<file path="src/rtl/uart_arb_pkg.sv">
// Shared types and defaults for the UART transmit arbiter.
//   arb_state_t  : sequencer states
//   *_DEF        : default GAP_CYC / MAX_BYTES / TO_CYC
//   cnt_w()      : counter width able to hold 0..max_val
package uart_arb_pkg;

   typedef enum logic [2:0] {
      ARB,
      SEND,
      WAIT_LO,
      WAIT_HI,
      GAP
   } arb_state_t;

   localparam int GAP_CYC_DEF   = 2;
   localparam int MAX_BYTES_DEF = 16;
   localparam int TO_CYC_DEF    = 4;

   function automatic int cnt_w(input int max_val);
      return (max_val < 1) ? 1 : $clog2(max_val + 1);
   endfunction

endpackage

</file>
<file path="src/rtl/uart_tx_arbiter_if.sv">
// Requester / transmitter bundle around the UART transmit arbiter.
//   slave  : the arbiter side (takes requests and idle, drives acks,
//            grant, transmitter strobe and status)
//   master : the environment side (requesters plus transmitter)
interface uart_tx_arbiter_if;
   logic       req0, req1;
   logic [7:0] data0, data1;
   logic       last0, last1;
   logic       ack0, ack1;
   logic [1:0] grant;
   logic [7:0] send_data;
   logic       send_ena;
   logic       idle;
   logic       busy;
   logic       err;

   modport slave (
      input  req0, req1, data0, data1, last0, last1, idle,
      output ack0, ack1, grant, send_data, send_ena, busy, err
   );

   modport master (
      output req0, req1, data0, data1, last0, last1, idle,
      input  ack0, ack1, grant, send_data, send_ena, busy, err
   );
endinterface

</file>
<file path="src/rtl/uart_rr_pick.sv">
// Combinational 2-way round-robin picker.
//   req[1:0]   : pending requests
//   last_grant : index of the requester granted most recently
//   pick[1:0]  : one-hot winner, 2'b00 when nobody requests
module uart_rr_pick (
   input  logic [1:0] req,
   input  logic       last_grant,
   output logic [1:0] pick
);

   always_comb begin
      pick = 2'b00;
      // On a tie the requester that was not served last wins.
      if (req[0] && (!req[1] || last_grant))
         pick = 2'b01;
      else if (req[1])
         pick = 2'b10;
   end

endmodule

</file>
<file path="src/rtl/uart_tx_arbiter.sv">
// Two-requester frame arbiter / sequencer in front of the UART transmitter.
// Grants the transmitter to one requester, streams its frame byte by byte
// over the send_ena/idle handshake and inserts GAP_CYC idle cycles after
// every frame.
//   clk_9600B : UART bit clock
//   rst       : synchronous, active-high reset
//   bus       : requester + transmitter bundle (slave side)
// Parameters: GAP_CYC inter-frame gap, MAX_BYTES byte limit per grant,
// TO_CYC cycles allowed for idle to fall after send_ena.
module uart_tx_arbiter
   import uart_arb_pkg::*;
#(
   parameter int GAP_CYC   = GAP_CYC_DEF,
   parameter int MAX_BYTES = MAX_BYTES_DEF,
   parameter int TO_CYC    = TO_CYC_DEF
) (
   input  logic            clk_9600B,
   input  logic            rst,
   uart_tx_arbiter_if.slave bus
);

   localparam int CNT_W = cnt_w(MAX_BYTES);
   localparam int TO_W  = cnt_w(TO_CYC);
   localparam int GAP_W = cnt_w(GAP_CYC);

   localparam logic [CNT_W-1:0] BYTE_MAX = CNT_W'(MAX_BYTES);
   // Terminal counts are one below the limit because the counters start
   // at zero on the first cycle of the state.
   localparam logic [TO_W-1:0]  TO_LAST  = TO_W'((TO_CYC > 0) ? TO_CYC - 1 : 0);
   localparam logic [GAP_W-1:0] GAP_LAST = GAP_W'((GAP_CYC > 0) ? GAP_CYC - 1 : 0);

   arb_state_t       state;
   logic [1:0]       grant_q;
   logic             last_grant;
   logic [CNT_W-1:0] byte_cnt;
   logic [TO_W-1:0]  to_cnt;
   logic [GAP_W-1:0] gap_cnt;
   logic             last_q;
   logic [7:0]       send_data_q;
   logic             send_ena_q;
   logic [1:0]       ack_q;
   logic             busy_q;
   logic             err_q;

   logic [1:0] pick;
   logic [7:0] own_data;
   logic       own_last;

   uart_rr_pick u_pick (
      .req        ({bus.req1, bus.req0}),
      .last_grant (last_grant),
      .pick       (pick)
   );

   assign own_data = grant_q[1] ? bus.data1 : bus.data0;
   assign own_last = grant_q[1] ? bus.last1 : bus.last0;

   always_ff @(posedge clk_9600B) begin
      if (rst) begin
         state       <= ARB;
         grant_q     <= 2'b00;
         last_grant  <= 1'b1;
         byte_cnt    <= '0;
         to_cnt      <= '0;
         gap_cnt     <= '0;
         last_q      <= 1'b0;
         send_data_q <= 8'h00;
         send_ena_q  <= 1'b0;
         ack_q       <= 2'b00;
         busy_q      <= 1'b0;
         err_q       <= 1'b0;
      end else begin
         // Strobes are single-cycle unless a state re-arms them.
         send_ena_q <= 1'b0;
         ack_q      <= 2'b00;
         err_q      <= 1'b0;

         case (state)
            ARB: begin
               if (|pick) begin
                  grant_q  <= pick;
                  byte_cnt <= '0;
                  busy_q   <= 1'b1;
                  state    <= SEND;
               end
            end

            SEND: begin
               if (bus.idle) begin
                  send_ena_q  <= 1'b1;
                  send_data_q <= own_data;
                  ack_q       <= grant_q;
                  last_q      <= own_last;
                  if (byte_cnt != BYTE_MAX)
                     byte_cnt <= byte_cnt + 1'b1;
                  to_cnt      <= '0;
                  state       <= WAIT_LO;
               end
            end

            WAIT_LO: begin
               if (!bus.idle) begin
                  state <= WAIT_HI;
               end else if (to_cnt == TO_LAST) begin
                  // Transmitter never started: drop the rest of the frame.
                  err_q   <= 1'b1;
                  gap_cnt <= '0;
                  state   <= GAP;
               end else begin
                  to_cnt <= to_cnt + 1'b1;
               end
            end

            WAIT_HI: begin
               if (bus.idle) begin
                  if (last_q || (byte_cnt == BYTE_MAX)) begin
                     gap_cnt <= '0;
                     state   <= GAP;
                  end else begin
                     state <= SEND;
                  end
               end
            end

            GAP: begin
               // Requests are deliberately not looked at here.
               if (gap_cnt == GAP_LAST) begin
                  grant_q    <= 2'b00;
                  last_grant <= grant_q[1];
                  busy_q     <= 1'b0;
                  state      <= ARB;
               end else begin
                  gap_cnt <= gap_cnt + 1'b1;
               end
            end

            default: state <= ARB;
         endcase
      end
   end

   assign bus.grant     = grant_q;
   assign bus.send_data = send_data_q;
   assign bus.send_ena  = send_ena_q;
   assign bus.ack0      = ack_q[0];
   assign bus.ack1      = ack_q[1];
   assign bus.busy      = busy_q;
   assign bus.err       = err_q;

endmodule

</file>
<file path="src/flat_wrapper.sv">
// flat-port wrapper written by rule: the top's interface ports become plain ports
module uart_tx_arbiter_flat import uart_arb_pkg::*;
#(
   parameter int GAP_CYC   = GAP_CYC_DEF,
   parameter int MAX_BYTES = MAX_BYTES_DEF,
   parameter int TO_CYC    = TO_CYC_DEF
)
  (clk_9600B, rst, bus_req0, bus_req1, bus_data0, bus_data1, bus_last0, bus_last1, bus_idle, bus_ack0, bus_ack1, bus_grant, bus_send_data, bus_send_ena, bus_busy, bus_err);
  uart_tx_arbiter_if bus_i ();
  input  logic clk_9600B;
  input  logic rst;
  input wire logic [$bits(bus_i.req0)-1:0] bus_req0;
  input wire logic [$bits(bus_i.req1)-1:0] bus_req1;
  input wire logic [$bits(bus_i.data0)-1:0] bus_data0;
  input wire logic [$bits(bus_i.data1)-1:0] bus_data1;
  input wire logic [$bits(bus_i.last0)-1:0] bus_last0;
  input wire logic [$bits(bus_i.last1)-1:0] bus_last1;
  input wire logic [$bits(bus_i.idle)-1:0] bus_idle;
  output wire logic [$bits(bus_i.ack0)-1:0] bus_ack0;
  output wire logic [$bits(bus_i.ack1)-1:0] bus_ack1;
  output wire logic [$bits(bus_i.grant)-1:0] bus_grant;
  output wire logic [$bits(bus_i.send_data)-1:0] bus_send_data;
  output wire logic [$bits(bus_i.send_ena)-1:0] bus_send_ena;
  output wire logic [$bits(bus_i.busy)-1:0] bus_busy;
  output wire logic [$bits(bus_i.err)-1:0] bus_err;
  assign bus_i.req0 = bus_req0;
  assign bus_i.req1 = bus_req1;
  assign bus_i.data0 = bus_data0;
  assign bus_i.data1 = bus_data1;
  assign bus_i.last0 = bus_last0;
  assign bus_i.last1 = bus_last1;
  assign bus_i.idle = bus_idle;
  assign bus_ack0 = bus_i.ack0;
  assign bus_ack1 = bus_i.ack1;
  assign bus_grant = bus_i.grant;
  assign bus_send_data = bus_i.send_data;
  assign bus_send_ena = bus_i.send_ena;
  assign bus_busy = bus_i.busy;
  assign bus_err = bus_i.err;
  uart_tx_arbiter #(.GAP_CYC(GAP_CYC), .MAX_BYTES(MAX_BYTES), .TO_CYC(TO_CYC)) u_core (.clk_9600B(clk_9600B), .rst(rst), .bus(bus_i));
endmodule
</file>
<file path="config.mk">
export PLATFORM = sky130hd
export DESIGN_NAME = uart_tx_arbiter_flat
export DESIGN_NICKNAME = d
export VERILOG_FILES = /design/src/rtl/uart_arb_pkg.sv /design/src/rtl/uart_tx_arbiter_if.sv /design/src/rtl/uart_rr_pick.sv /design/src/rtl/uart_tx_arbiter.sv /design/src/flat_wrapper.sv
export SDC_FILE = /design/constraint.sdc
export NUM_CORES = 1
export LEC_CHECK = 0
export ABC_AREA = 1
export CAP_MARGIN = 20
export CORE_MARGIN = 5
export CORE_UTILIZATION = 49
export CTS_CLUSTER_SIZE = 10
export DETAILED_ROUTE_END_ITERATION = 12
export PLACE_DENSITY_LB_ADDON = 0.12
export SYNTH_ARGS = -nofsm -noshare
export SYNTH_HDL_FRONTEND = slang
export SYNTH_HIERARCHICAL = 1
export SYNTH_SLANG_ARGS = --single-unit
export TNS_END_PERCENT = 1
</file>
<file path="constraint.sdc">
create_clock -name clk_9600B -period 1.63 [get_ports clk_9600B]
set_input_delay 0.326 -clock clk_9600B [delete_from_list [all_inputs] [get_ports clk_9600B]]
set_output_delay 0.326 -clock clk_9600B [all_outputs]
set_load 0.05 [all_outputs]
</file>
# Word level (Yosys, flattened, before mapping)

Index checks and enable logic that the tools add are counted.

Add/subtract/negate cells: 3
Equality and inequality tests: 19
Muxes and demuxes: 34
Bitwise operators: 3
Reductions and logical operators: 20

Operators with widths:

| cell                                                                     | number |
|---|---|
| 3-bit 2-to-1 mux                                                         | 10 |
| 2-bit 2-to-1 mux                                                         | 9 |
| 5-bit 2-to-1 mux                                                         | 3 |
| 3-bit case mux with 5 select lines                                       | 1 |
| 2-bit by 1-bit inequality test with 1-bit output (second input constant) | 5 |
| 2-bit inequality test (second input constant)                            | 5 |
| 5-bit case mux with 2 select lines                                       | 1 |
| 3-bit by 2-bit equality test with 1-bit output (second input constant)   | 3 |
| 8-bit 2-to-1 mux                                                         | 1 |
| 4-bit AND reduction                                                      | 2 |
| 2-bit case mux with 3 select lines                                       | 1 |
| 3-bit case mux with 2 select lines                                       | 1 |
| 6-bit AND reduction                                                      | 1 |
| 2-bit nonzero test                                                       | 3 |
| 3-bit OR reduction                                                       | 2 |
| 5-bit by 1-bit adder with 5-bit output (second input constant)           | 1 |
| 5-bit equality test (second input constant)                              | 1 |
| 1-bit 2-to-1 mux                                                         | 5 |
| 5-bit inequality test (second input constant)                            | 1 |
| 5-bit AND reduction                                                      | 1 |
| 2-bit case mux with 2 select lines                                       | 1 |
| 2-bit AND reduction                                                      | 2 |
| 2-bit OR reduction                                                       | 2 |
| 3-bit by 1-bit adder with 3-bit output (second input constant)           | 1 |
| other kinds (13)                                                         | 16 |

Flip-flop bits (word level): 30
Bits of input ports: 23
Output and inout port bits: 15
Word-level logic and storage cells: 91

# Longest topological paths before layout

Word-level depth: 7
Depth in mapped cells: 11
Mapped depth without buffers: 11

# Modules after synthesis

Netlist, hierarchy kept.

By module, submodules not included:

| module          | instances | cells each | area an instance (um^2) | seq. area each (um^2) |
|---|---|---|---|---|
| uart_tx_arbiter | 1         | 210        | 1520.2                  | 600.6 |
| uart_rr_pick    | 1         | 4          | 27.5                    | 0.0 |

# Worst setup path after synthesis

Ideal clock, no wire load.

Path type: register to register
Start point: reg u_core.to_cnt[0]
End point: reg u_core.to_cnt[0]
Library setup time: 0.116 ns
Arrival time: 1.207 ns
Required time: 1.514 ns
Setup slack: 0.307 ns
Cell stages (with the launch flop): 9
Path through: dfxtp_1 ha_1 ha_1 nor2_1 inv_1 nor2_1 nor2_1 o21ai_1 a21oi_1

Longest elaborated chain between the ends: 4
Elaborated cells between the ends (all ways): 7

Ends and longest elaborated chain:

| element                                | RTL line               | text |
|---|---|---|
| start: declaration                     | uart_tx_arbiter.sv:36  | `logic [TO_W-1:0] to_cnt;` |
| start signal: assignment               | uart_tx_arbiter.sv:110 | `to_cnt <= to_cnt + 1'b1;` |
| 3-bit by 1-bit adder with 3-bit output | uart_tx_arbiter.sv:110 |  |
| 3-bit 2-to-1 mux                       | uart_tx_arbiter.sv:104 | `end else if (to_cnt == TO_LAST) begin` |
| 3-bit 2-to-1 mux                       | uart_tx_arbiter.sv:102 | `if (!bus.idle) begin` |
| 3-bit case mux with 2 select lines     | uart_tx_arbiter.sv:78  | `case (state)` |

Parallel ways exist; a longest one is shown, timed or not. The select of a mux whose other input is x is not followed.
A chain may end at the register's enable or synchronous reset.

# Worst setup path after layout

Same ends and word-level chain as after synthesis.

==> results.py <==
metrics = {
    "status": {
        "status": "finished clean",
    },
    "timing": {
        "relSlewSlack_pct": 71.00,
        "setup_viol_count_final": 0,
        "fin_crit_sh_pct": 91.95,
        "hold_viol_final": 0,
        "finalCriticalPeriod_ps": 1499,
        "tightest_slew_ps": 434.4,
        "drv_slew": 0,
        "grt_setup_unrepaired": "false",
        "clock.fmax_mhz": 667.2,
        "hold_ws_ps": 469.5,
        "fin_skew_ps": 5.485,
        "fin_setup_tns_ps": 0,
    },
    "critical_path": {
        "critPathLaunchType": "flip-flop",
        "path_cells": "ha_1 -> ha_1 -> nor2_1 -> inv_1 -> nor2_1 -> nor2_1 -> o21ai_1 -> a21oi_1",
        "cpMostUsedCell": "nor2_1",
        "crit_buf_inv": 1,
        "end_kind": "flip-flop",
        "path_max_fanout": 3,
        "critical_path_arrival_ps": 1720,
        "critPathSlowestCell": "dfxtp_1",
        "required_ps": 1850,
        "cp_top_family": "simple AND/OR/NAND/NOR gates",
        "critPathMaxStageDelay_ps": 330,
        "r2r-start": "u_core/to_cnt[0]",
        "startpoint": "u_core/to_cnt[0]",
        "crit_type": "reg -> reg",
    },
    "cells_and_area": {
        "multi_input_area_sq_um": 794.5,
        "syn_to_final_growth_pct": 29.67,
        "final_area_sq_mm": 0.002007,
        "layout.nets": 283,
        "insertedDiodeCount": 0,
        "drive_above_1_share_pct": 19.14,
        "fillerInstances": 283,
        "ff_latch_area_sq_um": 600.6,
    },
    "yosys": {
        "yosysUniqueCellTypes": 31,
        "ys.flop_type": "dfxtp_1",
        "yosysSeqAreaShare_pct": 38.80,
        "synthTopCellsByArea": "dfxtp_1, nand2_1, inv_1",
        "synth_warnings": 6,
        "async_flop_share_pct": 0,
        "avgSynthCellArea_sq_um": 7.232,
        "synth_top_area_share_pct": 38.80,
        "syn_inst": 214,
        "yosysTopAreaCell": "dfxtp_1",
        "synth_edf_count": 0,
        "synth_seq_cells": 30,
        "synth_nets": 242,
        "ys_top_cells_by_count": "nand2_1, dfxtp_1, inv_1, nor2_1",
        "synthesis.area_sq_mm": 0.001548,
        "yosysMostFrequentCell": "nand2_1",
    },
    "cts": {
        "htreeDepth": 2,
        "cts.sinks": 30,
        "postCtsSetupBuffers": 0,
        "numCtsBuffers": 5,
        "cts_resized": 0,
        "root_buffer": "clkbuf_4",
        "clk_pin_slew_ps": 90,
        "cts_hold_buffers": 0,
        "clockBufferDepth": 2,
        "cts_tree": "yes",
        "insertion_delay_ps": 330,
    },
    "global_routing": {
        "grt-ovfl-total": 0,
        "grt_usage_pct": 16.64,
        "grt_first_pass_wirelength_mm": 5.554,
        "grt_pass1_vias": 1294,
        "grt_max_degree": 21,
        "grt_antenna_before_repair": 0,
    },
    "floorplan": {
        "dieWidth_microns": 66.20,
        "dieHeight_microns": 66.20,
        "core_area_sq_mm": 0.003053,
        "die_area_sq_mm": 0.004382,
        "io_pins": 38,
        "start_util_pct": 50.70,
        "rows": 20,
    },
    "drt": {
        "wirelength_mm": 3.263,
        "wire_per_inst_microns": 10.88,
        "ant_nets": 0,
        "dr.pass1.iters": 4,
        "drt_iter0_drc": 81,
        "remaining_drc_errors": 0,
        "via_per_inst": 4.720,
        "vias": 1416,
    },
    "placed_design": {
        "port_buffers": 37,
        "place.gp.congestion": 0.8057,
        "dp_hpwl_mm": 2.442,
        "postPlaceCellArea_sq_mm": 0.001947,
    },
    "power_and_ir_drop": {
        "peakVddDrop_mv": 0.7654,
        "power_per_cell_area_mw_per_mm2": 1421,
        "p_leak_nw": 0.8748,
    },
    "job": {
        "cap_violations": 0,
    },
    "hold_path": {
        "hold_path.class": "reg -> reg",
        "hp-start": "u_core/gap_cnt[1]",
    },
}
==> final cells by class <==
type | count | share of cell area (%)
sequential | 30 | 29.93
multi-input combinational | 150 | 39.59
timing repair buffer | 43 | 20.07
tap | 44 | 2.743
clock buffer | 7 | 2.743
clock inverter | 1 | 0.2494
inverter | 25 | 4.676
==> through the flow <==
step | cells | power, mW | worst slack (ps) | util (%)
2_1_floorplan | 214 | 2.077 | 306.6 | -
3_3_place_gp | 292 | 2.401 | -21.97 | 63.77
3_5_place_dp | 292 | 2.415 | -53.87 | 63.77
4_1_cts | 300 | 2.880 | 144.1 | 65.74
5_1_grt | 300 | 3.089 | 51.37 | 65.74
6_report | 300 | 2.852 | 131.2 | 65.74
==> cell usage in the layout (no fill, tap or decap), drive strengths merged <==
cell / Yosys / final
o21ai: 15 / 15
xnor2: 1 / 1
a21oi: 15 / 15
or2: 2 / 2
a31oi: 9 / 9
nor2: 22 / 22
clkdlybuf4s50: 0 / 22
buf: 6 / 21
inv: 25 / 25
and3: 1 / 1
clkinv: 0 / 1
nand3b: 1 / 1
nand4: 2 / 2
dfxtp: 30 / 30
nand3: 15 / 15
clkbuf: 3 / 7
nand2: 58 / 58
nor3: 3 / 3
ha: 5 / 5
a21boi: 1 / 1
==> where the power goes <==
part | internal, mW | total, mW | leakage (nW) | switching (mW)
Sequential | 0.872 | 1.02 | 0.244 | 0.151
Clock | 0.209 | 0.458 | 0.0353 | 0.249
Combinational | 0.486 | 1.37 | 0.595 | 0.886
Total | 1.57 | 2.85 | 0.875 | 1.29
==> final timing paths <==
path / to / slack [ps] / cells after the start
max: u_core/to_cnt[0] / 130 / 8
min reg2reg: u_core/gap_cnt[1] / 470 / 2
min: u_core/gap_cnt[1] / 470 / 2
max reg2reg: u_core/to_cnt[0] / 130 / 8
==> cells by family after synthesis <==
logic type	synth area share (%)
AND/OR/NAND/NOR	31.93
adder cells (fa/ha/maj)	4.042
buffers and inverters	9.862
AO/OA/AOI/OAI	14.79
XOR/XNOR	0.5660
flip-flops	38.80
==> state kept, by name, indices dropped and copies added, names as in the netlist, 2 cells and up <==
| register | flops |
|---|---|
| u_core/bus.send_data | 8 |
| u_core/byte_cnt | 5 |
| u_core/state | 3 |
| u_core/to_cnt | 3 |
| u_core/ack_q | 2 |
| u_core/bus.grant | 2 |
| u_core/gap_cnt | 2 |
==> metal layers <==
| layer | GRT usage [%] | vias to the layer above | part of all wire (%) |
|---|---|---|---|
| met4 | 8.376 | 0 | 1.5 |
| li1 | - | 775 | - |
| met5 | 0 | - | 0 |
| met3 | 5.782 | 5 | 6.1 |
| met2 | 27.14 | 28 | 47 |
| met1 | 19.07 | 608 | 45 |
==> worst register-to-register path: stages (launching register included) <==
cell     delay, ps
dfxtp_1        330
ha_1           200
ha_1           210
nor2_1         170
inv_1           60
nor2_1         160
nor2_1         100
o21ai_1        130
a21oi_1         50
(Power assumes the default switching activity.)
